===== config.mk =====
export PLATFORM = sky130hd
export DESIGN_NAME = mesi_snoop_responder
export DESIGN_NICKNAME = d
export VERILOG_FILES = /design/src/rtl/mesi_snoop_responder.sv
export SDC_FILE = /design/constraint.sdc
export NUM_CORES = 1
export LEC_CHECK = 0
export ABC_AREA = 1
export CAP_MARGIN = 5
export CORE_MARGIN = 2
export CORE_UTILIZATION = 50
export CTS_BUF_LIST = sky130_fd_sc_hd__clkbuf_2
export DETAILED_ROUTE_END_ITERATION = 16
export PLACE_DENSITY = 0.85
export SYNTH_ARGS = -nofsm -noshare
export SYNTH_HDL_FRONTEND = slang
export SYNTH_SLANG_ARGS = --single-unit

===== constraint.sdc =====
create_clock -name clk -period 2.6 [get_ports clk]
set_input_delay 0.65 -clock clk [delete_from_list [all_inputs] [get_ports clk]]
set_output_delay 0.65 -clock clk [all_outputs]
set_load 0.02 [all_outputs]

===== src/rtl/mesi_snoop_responder.sv =====
// Snoop-side MESI responder for one cache of a two-core system: tag/state/data
// array, foreign-command snooping and a valid/ready writeback port for dirty lines.
module mesi_snoop_responder #(
  parameter int MY_ID   = 0,
  parameter int INDEX_W = 2,
  parameter int DATA_W  = 8
) (
  input  logic              clk,
  input  logic              rst,
  input  logic [1:0]        bus_cmd,
  input  logic [7:0]        bus_addr,
  input  logic              bus_grant_id,
  output logic              snoop_busy,
  output logic              snoop_hit,
  output logic              snoop_drop,
  output logic              snoop_err,
  output logic              flush_valid,
  input  logic              flush_ready,
  output logic [7:0]        flush_addr,
  output logic [DATA_W-1:0] flush_data,
  input  logic              loc_we,
  input  logic [7:0]        loc_addr,
  input  logic [1:0]        loc_state,
  input  logic [DATA_W-1:0] loc_data,
  output logic [1:0]        loc_rd_state,
  output logic [DATA_W-1:0] loc_rd_data
);

  localparam int NUM_LINES = 2 ** INDEX_W;
  localparam int TAG_W     = 8 - INDEX_W;
  localparam logic MY_ID_BIT = 1'(MY_ID);

  localparam logic [1:0] CMD_NOP    = 2'b00;
  localparam logic [1:0] CMD_BUSRD  = 2'b01;
  localparam logic [1:0] CMD_BUSRDX = 2'b10;
  localparam logic [1:0] CMD_UPGR   = 2'b11;

  localparam logic [1:0] ST_I = 2'b00;
  localparam logic [1:0] ST_S = 2'b01;
  localparam logic [1:0] ST_E = 2'b10;
  localparam logic [1:0] ST_M = 2'b11;

  typedef enum logic {IDLE = 1'b0, FLUSH = 1'b1} fsm_e;

  fsm_e fsm_q, fsm_d;

  logic [TAG_W-1:0]  tag_q   [NUM_LINES];
  logic [1:0]        state_q [NUM_LINES];
  logic [DATA_W-1:0] data_q  [NUM_LINES];

  logic              hit_q, hit_d;
  logic              drop_q, drop_d;
  logic              err_q, err_d;
  logic [7:0]        faddr_q, faddr_d;
  logic [DATA_W-1:0] fdata_q, fdata_d;

  logic [INDEX_W-1:0] snp_idx_s;
  logic [TAG_W-1:0]   snp_tag_s;
  logic [1:0]         snp_pre_s;
  logic               foreign_s;
  logic               snp_hit_s;
  logic               flush_start_s;
  logic [1:0]         snp_new_state_s;
  logic [INDEX_W-1:0] loc_idx_s;
  logic [TAG_W-1:0]   loc_tag_s;

  assign snp_idx_s = bus_addr[INDEX_W-1:0];
  assign snp_tag_s = bus_addr[7:INDEX_W];
  assign loc_idx_s = loc_addr[INDEX_W-1:0];
  assign loc_tag_s = loc_addr[7:INDEX_W];

  // Snoop decode, FSM next state and next values of the registered pulses.
  always_comb begin
    fsm_d           = fsm_q;
    hit_d           = 1'b0;
    drop_d          = 1'b0;
    err_d           = 1'b0;
    faddr_d         = faddr_q;
    fdata_d         = fdata_q;
    snp_new_state_s = ST_I;
    flush_start_s   = 1'b0;
    snp_pre_s       = state_q[snp_idx_s];
    foreign_s       = (bus_cmd != CMD_NOP) && (bus_grant_id != MY_ID_BIT);
    snp_hit_s       = foreign_s && (fsm_q == IDLE) &&
                      (tag_q[snp_idx_s] == snp_tag_s) && (snp_pre_s != ST_I);

    case (bus_cmd)
      CMD_BUSRD: begin
        snp_new_state_s = ST_S;
        flush_start_s   = (snp_pre_s == ST_M);
      end
      CMD_BUSRDX: begin
        snp_new_state_s = ST_I;
        flush_start_s   = (snp_pre_s == ST_M);
      end
      CMD_UPGR: begin
        snp_new_state_s = ST_I;
        flush_start_s   = 1'b0;
      end
      default: begin
        snp_new_state_s = ST_I;
        flush_start_s   = 1'b0;
      end
    endcase

    case (fsm_q)
      IDLE: begin
        if (snp_hit_s) begin
          hit_d = 1'b1;
          err_d = (bus_cmd == CMD_UPGR) && ((snp_pre_s == ST_E) || (snp_pre_s == ST_M));
          if (flush_start_s) begin
            fsm_d   = FLUSH;
            faddr_d = bus_addr;
            fdata_d = data_q[snp_idx_s];
          end else begin
            fsm_d = IDLE;
          end
        end else begin
          fsm_d = IDLE;
        end
      end
      FLUSH: begin
        drop_d = foreign_s;
        if (flush_ready) begin
          fsm_d = IDLE;
        end else begin
          fsm_d = FLUSH;
        end
      end
      default: begin
        fsm_d = IDLE;
      end
    endcase
  end

  // FSM, pulse and writeback-capture registers.
  always_ff @(posedge clk) begin
    if (rst) begin
      fsm_q   <= IDLE;
      hit_q   <= 1'b0;
      drop_q  <= 1'b0;
      err_q   <= 1'b0;
      faddr_q <= 8'h00;
      fdata_q <= '0;
    end else begin
      fsm_q   <= fsm_d;
      hit_q   <= hit_d;
      drop_q  <= drop_d;
      err_q   <= err_d;
      faddr_q <= faddr_d;
      fdata_q <= fdata_d;
    end
  end

  // Line array: the local write lands first, a same-edge snoop then overrides the state.
  always_ff @(posedge clk) begin
    if (rst) begin
      for (int i = 0; i < NUM_LINES; i++) begin
        tag_q[i]   <= '0;
        state_q[i] <= ST_I;
        data_q[i]  <= '0;
      end
    end else begin
      if (loc_we) begin
        tag_q[loc_idx_s]   <= loc_tag_s;
        state_q[loc_idx_s] <= loc_state;
        data_q[loc_idx_s]  <= loc_data;
      end
      if (snp_hit_s) begin
        state_q[snp_idx_s] <= snp_new_state_s;
      end
    end
  end

  // Local lookup port.
  always_comb begin
    loc_rd_data = data_q[loc_idx_s];
    if ((tag_q[loc_idx_s] == loc_tag_s) && (state_q[loc_idx_s] != ST_I)) begin
      loc_rd_state = state_q[loc_idx_s];
    end else begin
      loc_rd_state = ST_I;
    end
  end

  assign snoop_busy  = (fsm_q == FLUSH);
  assign flush_valid = (fsm_q == FLUSH);
  assign snoop_hit   = hit_q;
  assign snoop_drop  = drop_q;
  assign snoop_err   = err_q;
  assign flush_addr  = faddr_q;
  assign flush_data  = fdata_q;

endmodule


==> results_dict.tcl, run 1 <==
set metrics [dict create \
    outcome "finished clean" \
    drv_slew 0 \
    synth_most_common_cell "nand2_1" \
    worstPathArrival_ps 1940 \
    critPathKind "reg -> out" \
    netlist_instances 563 \
    ys_ff_latch 84 \
    synth-seq-area-share 0.513 \
    die_width_um 98.3 \
    crit_family "flip-flops" \
    leakagePower_uw 0.00255 \
    synth.top_cell.area_share 0.405 \
    critPathMostFrequentCell "nor2_1" \
    post-route-util 0.663 \
    cts.sinks 84 \
    coreArea_sq_mm 0.00868 \
    synth_edf_count 60 \
    cts_tree "built" \
    hold_path_end "flush_addr[3]$_SDFFE_PP0P_" \
    finalCritPeriodShare 0.997 \
    gp_congestion 0.941 \
    synth_area_per_cell_sq_um 7.90 \
    fin_nets 713 \
    maxSlewHeadroom 0.683 \
    antenna_cells 0 \
    placedCellCount 771 \
    reg2reg_slack_ps 700 \
    cts_buffers 9 \
    r2r-start "tag_q[0][3]$_SDFFCE_PN0P_" \
    vias_per_cell 5.48 \
    cp-start-kind "register" \
    gr-usage-all-layers 0.265 \
    wl_per_cell_um 15.8 \
    grt_pass1_wl_mm 20.1 \
    grt_overflow 0 \
    synthArstFlopShare 0 \
    initial_utilization 0.513 \
    first_pass_iters 5 \
    cellPowerDensity_mw_per_mm2 483 \
    drtIter0Drc 466 \
    synthTopCellsByArea "edfxtp_1, nand2_1, dfxtp_1" \
    maxCapViolations 0 \
    yosysWarnings 0 \
    clk_path_buf_depth 2 \
    synth_cell_types 29 \
    r2r-end "state_q[0][0]$_DFFE_PP_" \
    path_clk_slew_ps 230 \
    final_layout_size_suffix_gt1_frac 0.145 \
    via_count 4333 \
    fillers 724 \
    slowest_stage "edfxtp_1" \
    power_uw 2780 \
    required_ps 1950 \
    ir_worst_vdd_mv 0.270 \
    max_stage_delay_ps 460 \
    multi_input_area_sq_mm 0.00184 \
    port_buffers 63 \
    finalSetupTns_ps 0 \
    syn_to_final_growth_pct 29.2 \
    synth_ff_type "edfxtp_1" \
    min_from "flush_addr[3]$_SDFFE_PP0P_" \
    worst_slack_ps 8.27 \
    path_cells "o21ai_0 -> o22ai_1 -> xor2_1 -> o21ai_1 -> nor2_1 -> nand2_1 -> nor2_1 -> buf_4" \
    holdBufCountCts 0 \
    ios 64 \
    drc 0 \
    critPathCaptureType "primary output" \
    post-place-ws_ps -996 \
    synth_nets 599 \
    rows 34 \
    drt-total-wl_mm 12.5 \
    clock_skew_ps 31.5 \
    grt_setup_unrepaired "yes" \
    cts_root_buf "clkbuf_2" \
    cp_max_fo 2 \
    ant_nets 0 \
    hp-class "reg -> reg" \
    r2r_cells 13 \
    period_needed_ps 2590 \
    htree_levels 3 \
    die_h_um 98.3 \
    regArea_sq_mm 0.00228 \
    dieArea_sq_mm 0.00967 \
    grt_start_max_net_pins 29 \
    hold_depth 2 \
    netlist_top_cells_count "nand2_1, nor2_1, edfxtp_1, inv_1, nand3_1" \
    hold_viol 0 \
    synth_top_area_cell "edfxtp_1" \
    syn_area_sq_mm 0.00445 \
    hpwl_mm 9.26 \
    antenna_found_initial 0 \
    final-setup-viol-count 0 \
    fmax_mhz 386 \
    cp_num_buf_inv 1 \
    tightest_slew_ps 475 \
    clk_latency_ps 560 \
    grt_pass1_vias 4073 \
    stdcell_count 790 \
]
[through the flow]
step	hold WS, ps	area (sq um)
final	513	5750
after global routing	543	5750
after CTS	518	5730
after detailed placement	469	5600
after global placement	464	5600
after floorplan	539	4450
[cells in the final DEF, fill, tap and decap left out, types with 2 or more instances in the layout]
master,count
a21oi_1,25
a221oi_1,8
a22oi_1,10
a22oi_2,3
buf_12,5
buf_2,2
buf_4,63
clkbuf_2,9
clkdlybuf4s50_1,51
clkinv_1,4
clkinv_4,2
dfxtp_1,24
dlygate4sd2_1,7
edfxtp_1,60
ha_1,3
inv_1,46
inv_2,5
nand2_1,152
nand3_1,42
nand4_1,5
nor2_1,96
nor2_2,2
nor2_4,2
nor3_1,9
o21ai_0,23
o21ai_1,7
o22ai_1,5
[metal layers]
metal / track usage / part of all wire
met4: 0.105 / 0.021
met5: 0 / 0
met1: 0.348 / 0.40
met2: 0.437 / 0.49
met3: 0.0465 / 0.094
[power by group]
part	switching [uW]	total (uW)	leakage, uW	internal [uW]
clock	487	717	0.0000735	230
combinational	294	506	0.00170	212
sequential	42.9	1550	0.000781	1510
total	824	2780	0.00255	1950
[logic make-up (layout without fill, tap and decap cells)]
family / after synthesis / after routing / share of synthesized area
flip-flops: 84 / 84 / 0.513
adder cells (fa/ha/maj): 3 / 3 / 0.00844
buffers and inverters: 80 / 199 / 0.0799
AND/OR/NAND/NOR: 310 / 310 / 0.283
XOR/XNOR: 1 / 1 / 0.00197
AO/OA/AOI/OAI: 85 / 85 / 0.113
[worst register-to-register path, cell delays in order, from the launching register on]
cell and delay (ps):
edfxtp_1 450, buf_4 150, nand2_1 60, nand2_1 70
nand2_1 80, nand2_1 50, nand2_1 80, nand2_1 50
nor2_1 100, nand2_1 100, nor2_4 200, nand3_1 160
nand2_1 110, nand2_1 60
[area by class of cell]
class                      instances  area share
sequential                        84       0.397
clock buffer                       9     0.00783
timing repair buffer             129       0.203
tap                              108      0.0235
inverter                          54      0.0355
multi-input combinational        399       0.321
clock inverter                     7      0.0131
[flip-flops by register name, indices dropped and copies added (netlist names)]
signal	cells
data_q	32
flush_addr	8
flush_data	8
flush_valid	1
snoop_drop	1
snoop_err	1
snoop_hit	1
state_q	8
tag_q	24
[how the worst max path moves through the flow]
stage	from	end	slack, ps	depth (start not counted)
2_1_floorplan	loc_addr[1]	loc_rd_state[0]	70	9
6_report	tag_q[0][2]$_SDFFCE_PN0P_	loc_rd_state[1]	8	8
3_5_place_dp	loc_addr[0]	loc_rd_state[0]	-1000	10
5_1_grt	tag_q[0][0]$_SDFFCE_PN0P_	loc_rd_state[1]	-120	10
3_3_place_gp	loc_addr[0]	loc_rd_state[0]	-960	10
4_1_cts	tag_q[0][2]$_SDFFCE_PN0P_	loc_rd_state[1]	3	8
[timing repair]
action | in CTS | in global routing
endpoints found under the hold margin | 0 | 0
resized for setup | 43 | 2
pin swaps | 3 | 1
setup buffers | 2 | 2
endpoints found under the setup margin | 10 | 2
Power figures use the tool's default switching activity.
==> inputs of run 2 (changes only) <==
Settings changed: CTS_CLUSTER_DIAMETER set to 40.
==> results of run 2 <==
Final layout, timing and power as in run 1 (identical DEF).
==> RTL change 1: new RTL, config.mk and constraints of run 1 <==
Set the parameter `DATA_W` to 6 (it was 8).
--- a/src/rtl/mesi_snoop_responder.sv
+++ b/src/rtl/mesi_snoop_responder.sv
@@ -5,3 +5,3 @@
   parameter int INDEX_W = 2,
-  parameter int DATA_W  = 8
+  parameter int DATA_W  = 6
 ) (
Interface: changed (resized flush_data, loc_data and loc_rd_data); port bits go from 64 to 58. The function was not compared with the original's and may differ.
==> RTL change 1 against run 1 <==
Register-to-register slack improved by 0.07 ns; sequential cell count down 10; final cell count down 10%; core utilization rose by 0.52 points; setup slack better by 0.060 ns; hold slack got worse by 0.0017 ns; routed wire length fell by 11%; design area is 11% lower; power is 8.2% lower; synthesized area shrank 12%; critical path type unchanged.
==> RTL change 1: results (changes against run 1) <==
The run finished with clean final reports. The worst hold path startpoint was flush_addr[4] (was flush_addr[3]). The number of different library cells in the post-synthesis netlist was 24 (was 29); the clock-pin slew on the worst setup and hold paths was 0.21 ns (was 0.23 ns).

The placed wire-length estimate after detailed placement is 8.21 mm (was 9.26 mm). Synth area leaders: edfxtp_1 40%, nand2_1 13%, dfxtp_1 11% (unchanged). The run gives 541 (was 599) as the number of nets in the synthesized netlist. The worst endpoint data arrival time was 1.88 ns (was 1.94 ns). Final weighted congestion in routability-driven placement: 0.916 (was 0.941). The destination of the worst hold path is flush_addr[4] (was flush_addr[3]). The number of cells traversed by the worst register-to-register path came out at 12 (was 13). Capturing element of the worst setup path: loc_rd_state[0] (was loc_rd_state[1]). Commonest cells in the synthesized netlist: 139 x nand2_1, 85 x nor2_1, 52 x edfxtp_1, 47 x inv_1, 43 x nand3_1 (was 152 x nand2_1, 97 x nor2_1, 60 x edfxtp_1, 48 x inv_1, 42 x nand3_1). The count of H-tree levels built during CTS is 3 (unchanged), and the mean instance size in the synthesized netlist is 7.76 um2 (was 7.90 um2).

The logs give 0.512 ns (was 0.513 ns) for the worst hold slack and 0.723 (was 0.683) for the headroom to the max-slew limit. The capture instance of the worst register-to-register path was state_q[2][0] (was state_q[0][0]). The number of enable flip-flop cells after synthesis came out at 52 (was 60). Number of design-rule violations left by the first detailed-router iteration: 340 (was 466). Final critical delay including setup and external delays: 2.53 ns (was 2.59 ns). The tools report the leakage power as 2.30 nW (was 2.55 nW).

The layout cell share with drive strength beyond 1 came out at 0.160 (was 0.145). The final net count was 637 (was 713). The count of port buffers added during placement came out at 57 (was 63). The post-placement worst setup slack came out at -0.892 ns (was -0.996 ns). The number of global-route vias before repair is 3667 (was 4073), and the source-to-sink clock delay at the later pin of the worst-skew pair is 0.54 ns (was 0.56 ns). For the number of placed cells counting well taps, the log shows 692 (was 771).

Biggest registers after layout: data_q: 24 flops, tag_q: 24 flops (was data_q: 32 flops, tag_q: 24 flops). The run gives 3865 (was 4333) as the number of vias in the routed layout. The logs give 0.274 (was 0.265) for the global router's overall resource usage and 0.509 (was 0.513) for the sequential share of the synthesized area.

The logs give 0 (was 2) for the total setup buffers inserted after CTS and 0.000330 V (was 0.000270 V) for the worst voltage drop across the vdd grid. The run gives 4930 um2 (was 5600 um2) as the cell area after placement. The gate family responsible for the most delay along the worst path is simple AND/OR/NAND/NOR gates (was flip-flops).

The first-pass iteration count of the detailed router is 6 (was 5), and the setup slack of the worst register-to-register path is 0.77 ns (was 0.70 ns). The routed length per placed instance was 15.6 um (was 15.8 um); the largest net degree at the start of global routing was 32 (was 29). The number of instances resized during post-cts repair came out at 45 (was 43). Count of non-filler cells in the finished layout: 710 (was 790). The tools report the worst setup path startpoint as tag_q[3][3] (was tag_q[0][2]). Number of cells on the worst hold path: 2 (unchanged).

The reg-to-reg startpoint is tag_q[0][1] (was tag_q[0][3]).
## RTL change 1: changes by cell type in the layout (fill, tap and decap cells not counted), sizes merged, moves of 3 or more
cell / delta
clkdlybuf4s50: -4
buf: -13
o21ai: -5
clkbuf: +3
nand2: -13
nor2: -14
clkinv: -3
nor3: -8
edfxtp: -8
## RTL change 1: kinds of logic (layout without fill, tap and decap cells)
kind of cell | after synthesis | count (layout) | synth area share
compound gates | 75 | 75 | 0.111
fa+ha+maj | 3 | 3 | 0.00954
buf+inv | 78 | 179 | 0.0858
flops | 74 | 74 | 0.509
simple gates | 277 | 277 | 0.285
## RTL change 1: power by group
part / internal, W / leakage (nW) / switching, W
logic: 0.000176 / 1.53 / 0.000249
registers: 0.00133 / 0.687 / 0.0000389
clock network: 0.000327 / 0.0868 / 0.000432
total: 0.00183 / 2.30 / 0.000720
## RTL change 1: worst reg2reg max path, delay by kind of cell, from the launching register on
kind                   cells  cell delay, ns
AOI/OAI and AO/OA          1            0.24
buffers and inverters      2            0.18
DFF                        1            0.40
and+or+nand+nor            9            0.82
## RTL change 1: layout make-up
type                    instances  area, um2
inverters                      51        198
fillers                       677       2550
multi-input cells             355       1650
clock buffers                  10       50.0
well taps                     102        128
clock inverters                 6       88.8
repair buffers                112       1020
flip-flops and latches         74       2000
## RTL change 1: layer usage
metal | part of all wire | vias to the layer above | track usage
li1 | - | 1868 | -
met1 | 0.41 | 1784 | 0.363
met2 | 0.49 | 181 | 0.456
met3 | 0.073 | 32 | 0.0382
met4 | 0.032 | 0 | 0.108
met5 | 0 | - | 0
==> RTL change 2: new RTL, flow settings as in run 1 <==
Made on the original files. Take the reset off `faddr_q` and load it in a clocked block of its own.
--- a/src/rtl/mesi_snoop_responder.sv
+++ b/src/rtl/mesi_snoop_responder.sv
@@ -142,3 +142,2 @@
       err_q   <= 1'b0;
-      faddr_q <= 8'h00;
       fdata_q <= '0;
@@ -149,5 +148,8 @@
       err_q   <= err_d;
-      faddr_q <= faddr_d;
       fdata_q <= fdata_d;
     end
+  end
+
+  always_ff @(posedge clk) begin
+    faddr_q <= faddr_d;
   end
Formal check against the unedited RTL: differs if rst is asserted again (counterexample within 4 cycles, from zero or initial values and one cycle with rst high); with rst held inactive, the same outputs for 4 cycles.
==> RTL change 2 against run 1 <==
The run now ends with negative setup slack left; routed wire length is 6.2% lower; design area down 1.3%; die area down 2.1%; synthesized area decreased by 2.2%; power decreased by 0.49%; setup slack lost 0.020 ns; sequential cell count is the same; register-to-register slack got worse by 0.02 ns; critical path type is now input pin to primary output; highest routed layer unchanged.
==> RTL change 2: results (changes against run 1) <==
The worst hold path class is flip-flop to flip-flop (unchanged). Global routing usage on met2: 0.405 (was 0.437). The longest individual stage delay on the worst path works out to 0.23 ns (was 0.46 ns). The final worst clock skew came out at 0.0265 ns (was 0.0315 ns). The tools report the final weighted congestion in routability-driven placement as 0.936 (was 0.941). The slack of the critical path is -0.0117 ns (was 0.00827 ns), and the number of instances resized during post-cts repair is 38 (was 43). The dominant register cell in the synthesized netlist is edfxtp_1 (unchanged). Number of different library cells in the post-synthesis netlist: 34 (was 29).

The highest routing layer actually used was met4 (unchanged). The worst endpoint data arrival time was 1.96 ns (was 1.94 ns); the routed length per placed instance was 15.8 um (about the same). The final sum of negative setup slack came out at -0.0223 ns (was 0 ns).

Commonest cells in the synthesized netlist: 133 x nand2_1, 89 x nor2_1, 68 x edfxtp_1, 46 x inv_1, 34 x nand3_1 (was 152 x nand2_1, 97 x nor2_1, 60 x edfxtp_1, 48 x inv_1, 42 x nand3_1). The transition at the pin with the smallest max-transition slack was 0.424 ns (was 0.475 ns); the met2 routed wirelength was 5.66 mm (was 6.11 mm). The logs give 0.543 (was 0.513) for the sequential share of the synthesized area and 1 (was 2) for the total setup buffers inserted after CTS. The tools report the routed wire length on met3 as 1.06 mm (was 1.18 mm). The logs give 21 (was 29) for the largest net degree at the start of global routing and 667 (was 713) for the final net count.

Number of global-route vias before repair: 3738 (was 4073). The worst voltage drop across the vdd grid is 0.000283 V (was 0.000270 V), and the number of antenna violations at the first check in global routing is 0 (unchanged). The leakage power is 2.51 nW (was 2.55 nW), and the first-pass iteration count of the detailed router is 5 (unchanged).

The share of flip-flops with an asynchronous set or reset after synthesis works out to 0 (unchanged). The routed metal-1 wire length was 4.80 mm (was 4.96 mm). The global router's overall resource usage was 0.248 (was 0.265). The run finished, with violations left.

The logs give 550 (was 599) for the number of nets in the synthesized netlist and -1.01 ns (was -0.996 ns) for the post-placement worst setup slack. The logs give 18.5 mm (was 20.1 mm) for the first-pass GRT wire length and 0.54 ns (was 0.56 ns) for the source-to-sink clock delay at the later pin of the worst-skew pair. The met3 capacity usage during global routing is 0.0446 (was 0.0465). Biggest registers after layout: data_q: 32 flops, tag_q: 24 flops (unchanged). The final reports fail on negative setup slack.

The layout cell share with drive strength beyond 1 is 0.175 (was 0.145). The global-route track usage on met1 is 0.335 (was 0.348). The number of cells traversed by the worst register-to-register path is 14 (was 13). The placed wire-length estimate after detailed placement is 8.48 mm (was 9.26 mm), and the number of enable flip-flop cells after synthesis is 68 (was 60). Synth area leaders: edfxtp_1 47%, nand2_1 11%, nor2_1 7.7% (was edfxtp_1 40%, nand2_1 13%, dfxtp_1 11%). The switching share of power is 0.287 (was 0.297), and the number of design-rule violations left by the first detailed-router iteration is 315 (was 466). The final-report setup violation count is 2 (was 0).

The highest-delay cell along the critical path is o21ai_0 (was edfxtp_1). Mean number of vias per cell: 5.42 (was 5.48). The top fanout value on the critical path came out at 8 (was 2).
## RTL change 2: power by group through the flow
stage	clock network (W)	registers, W	logic, W
CTS	0.000706	0.00157	0.000463
global route	0.000749	0.00158	0.000527
detailed placement	0	0.00160	0.000465
finish	0.000706	0.00158	0.000480
floorplan	0	0.00158	0.000248
global placement	0	0.00160	0.000454
## RTL change 2: stage by stage
stage / instance area (um2) / cells
after floorplan: 4350 / 514
after global placement: 5500 / 721
after detailed placement: 5500 / 721
after CTS: 5620 / 738
after global routing: 5670 / 744
final: 5670 / 744
## RTL change 2: kinds of logic (layout without fill, tap and decap cells)
kind of cell	Yosys count	after routing	synth area share
AOI/OAI and AO/OA	77	77	0.108
xor gates and xnor gates	1	1	0.00201
adders and majority gates	3	3	0.00862
buffers and inverters	73	195	0.0753
DFF	84	84	0.543
and+or+nand+nor	276	276	0.263
## RTL change 2: final cells by class
class / count / area [um2]
clock buffer: 11 / 55.1
clock inverter: 5 / 62.6
fill: 720 / 2920
inverter: 50 / 189
multi-input combinational: 357 / 1690
sequential: 84 / 2360
tap: 108 / 135
timing repair buffer: 129 / 1180
## RTL change 2: worst paths after layout
path                               startpoint              end  slack (ns)
worst max-delay path              loc_addr[0]  loc_rd_state[0]       -0.01
worst min register to register  flush_data[1]    flush_data[1]        0.51
worst min-delay path            flush_data[1]    flush_data[1]        0.51
worst max register to register    tag_q[0][0]    state_q[2][0]        0.68
## RTL change 2: worst max-delay path: cells and delay by family
| kind | cells | cell delay, ns |
|---|---|---|
| AO/OA/AOI/OAI | 2 | 0.36 |
| AND/OR/NAND/NOR | 5 | 0.47 |
| buffers and inverters | 3 | 0.47 |
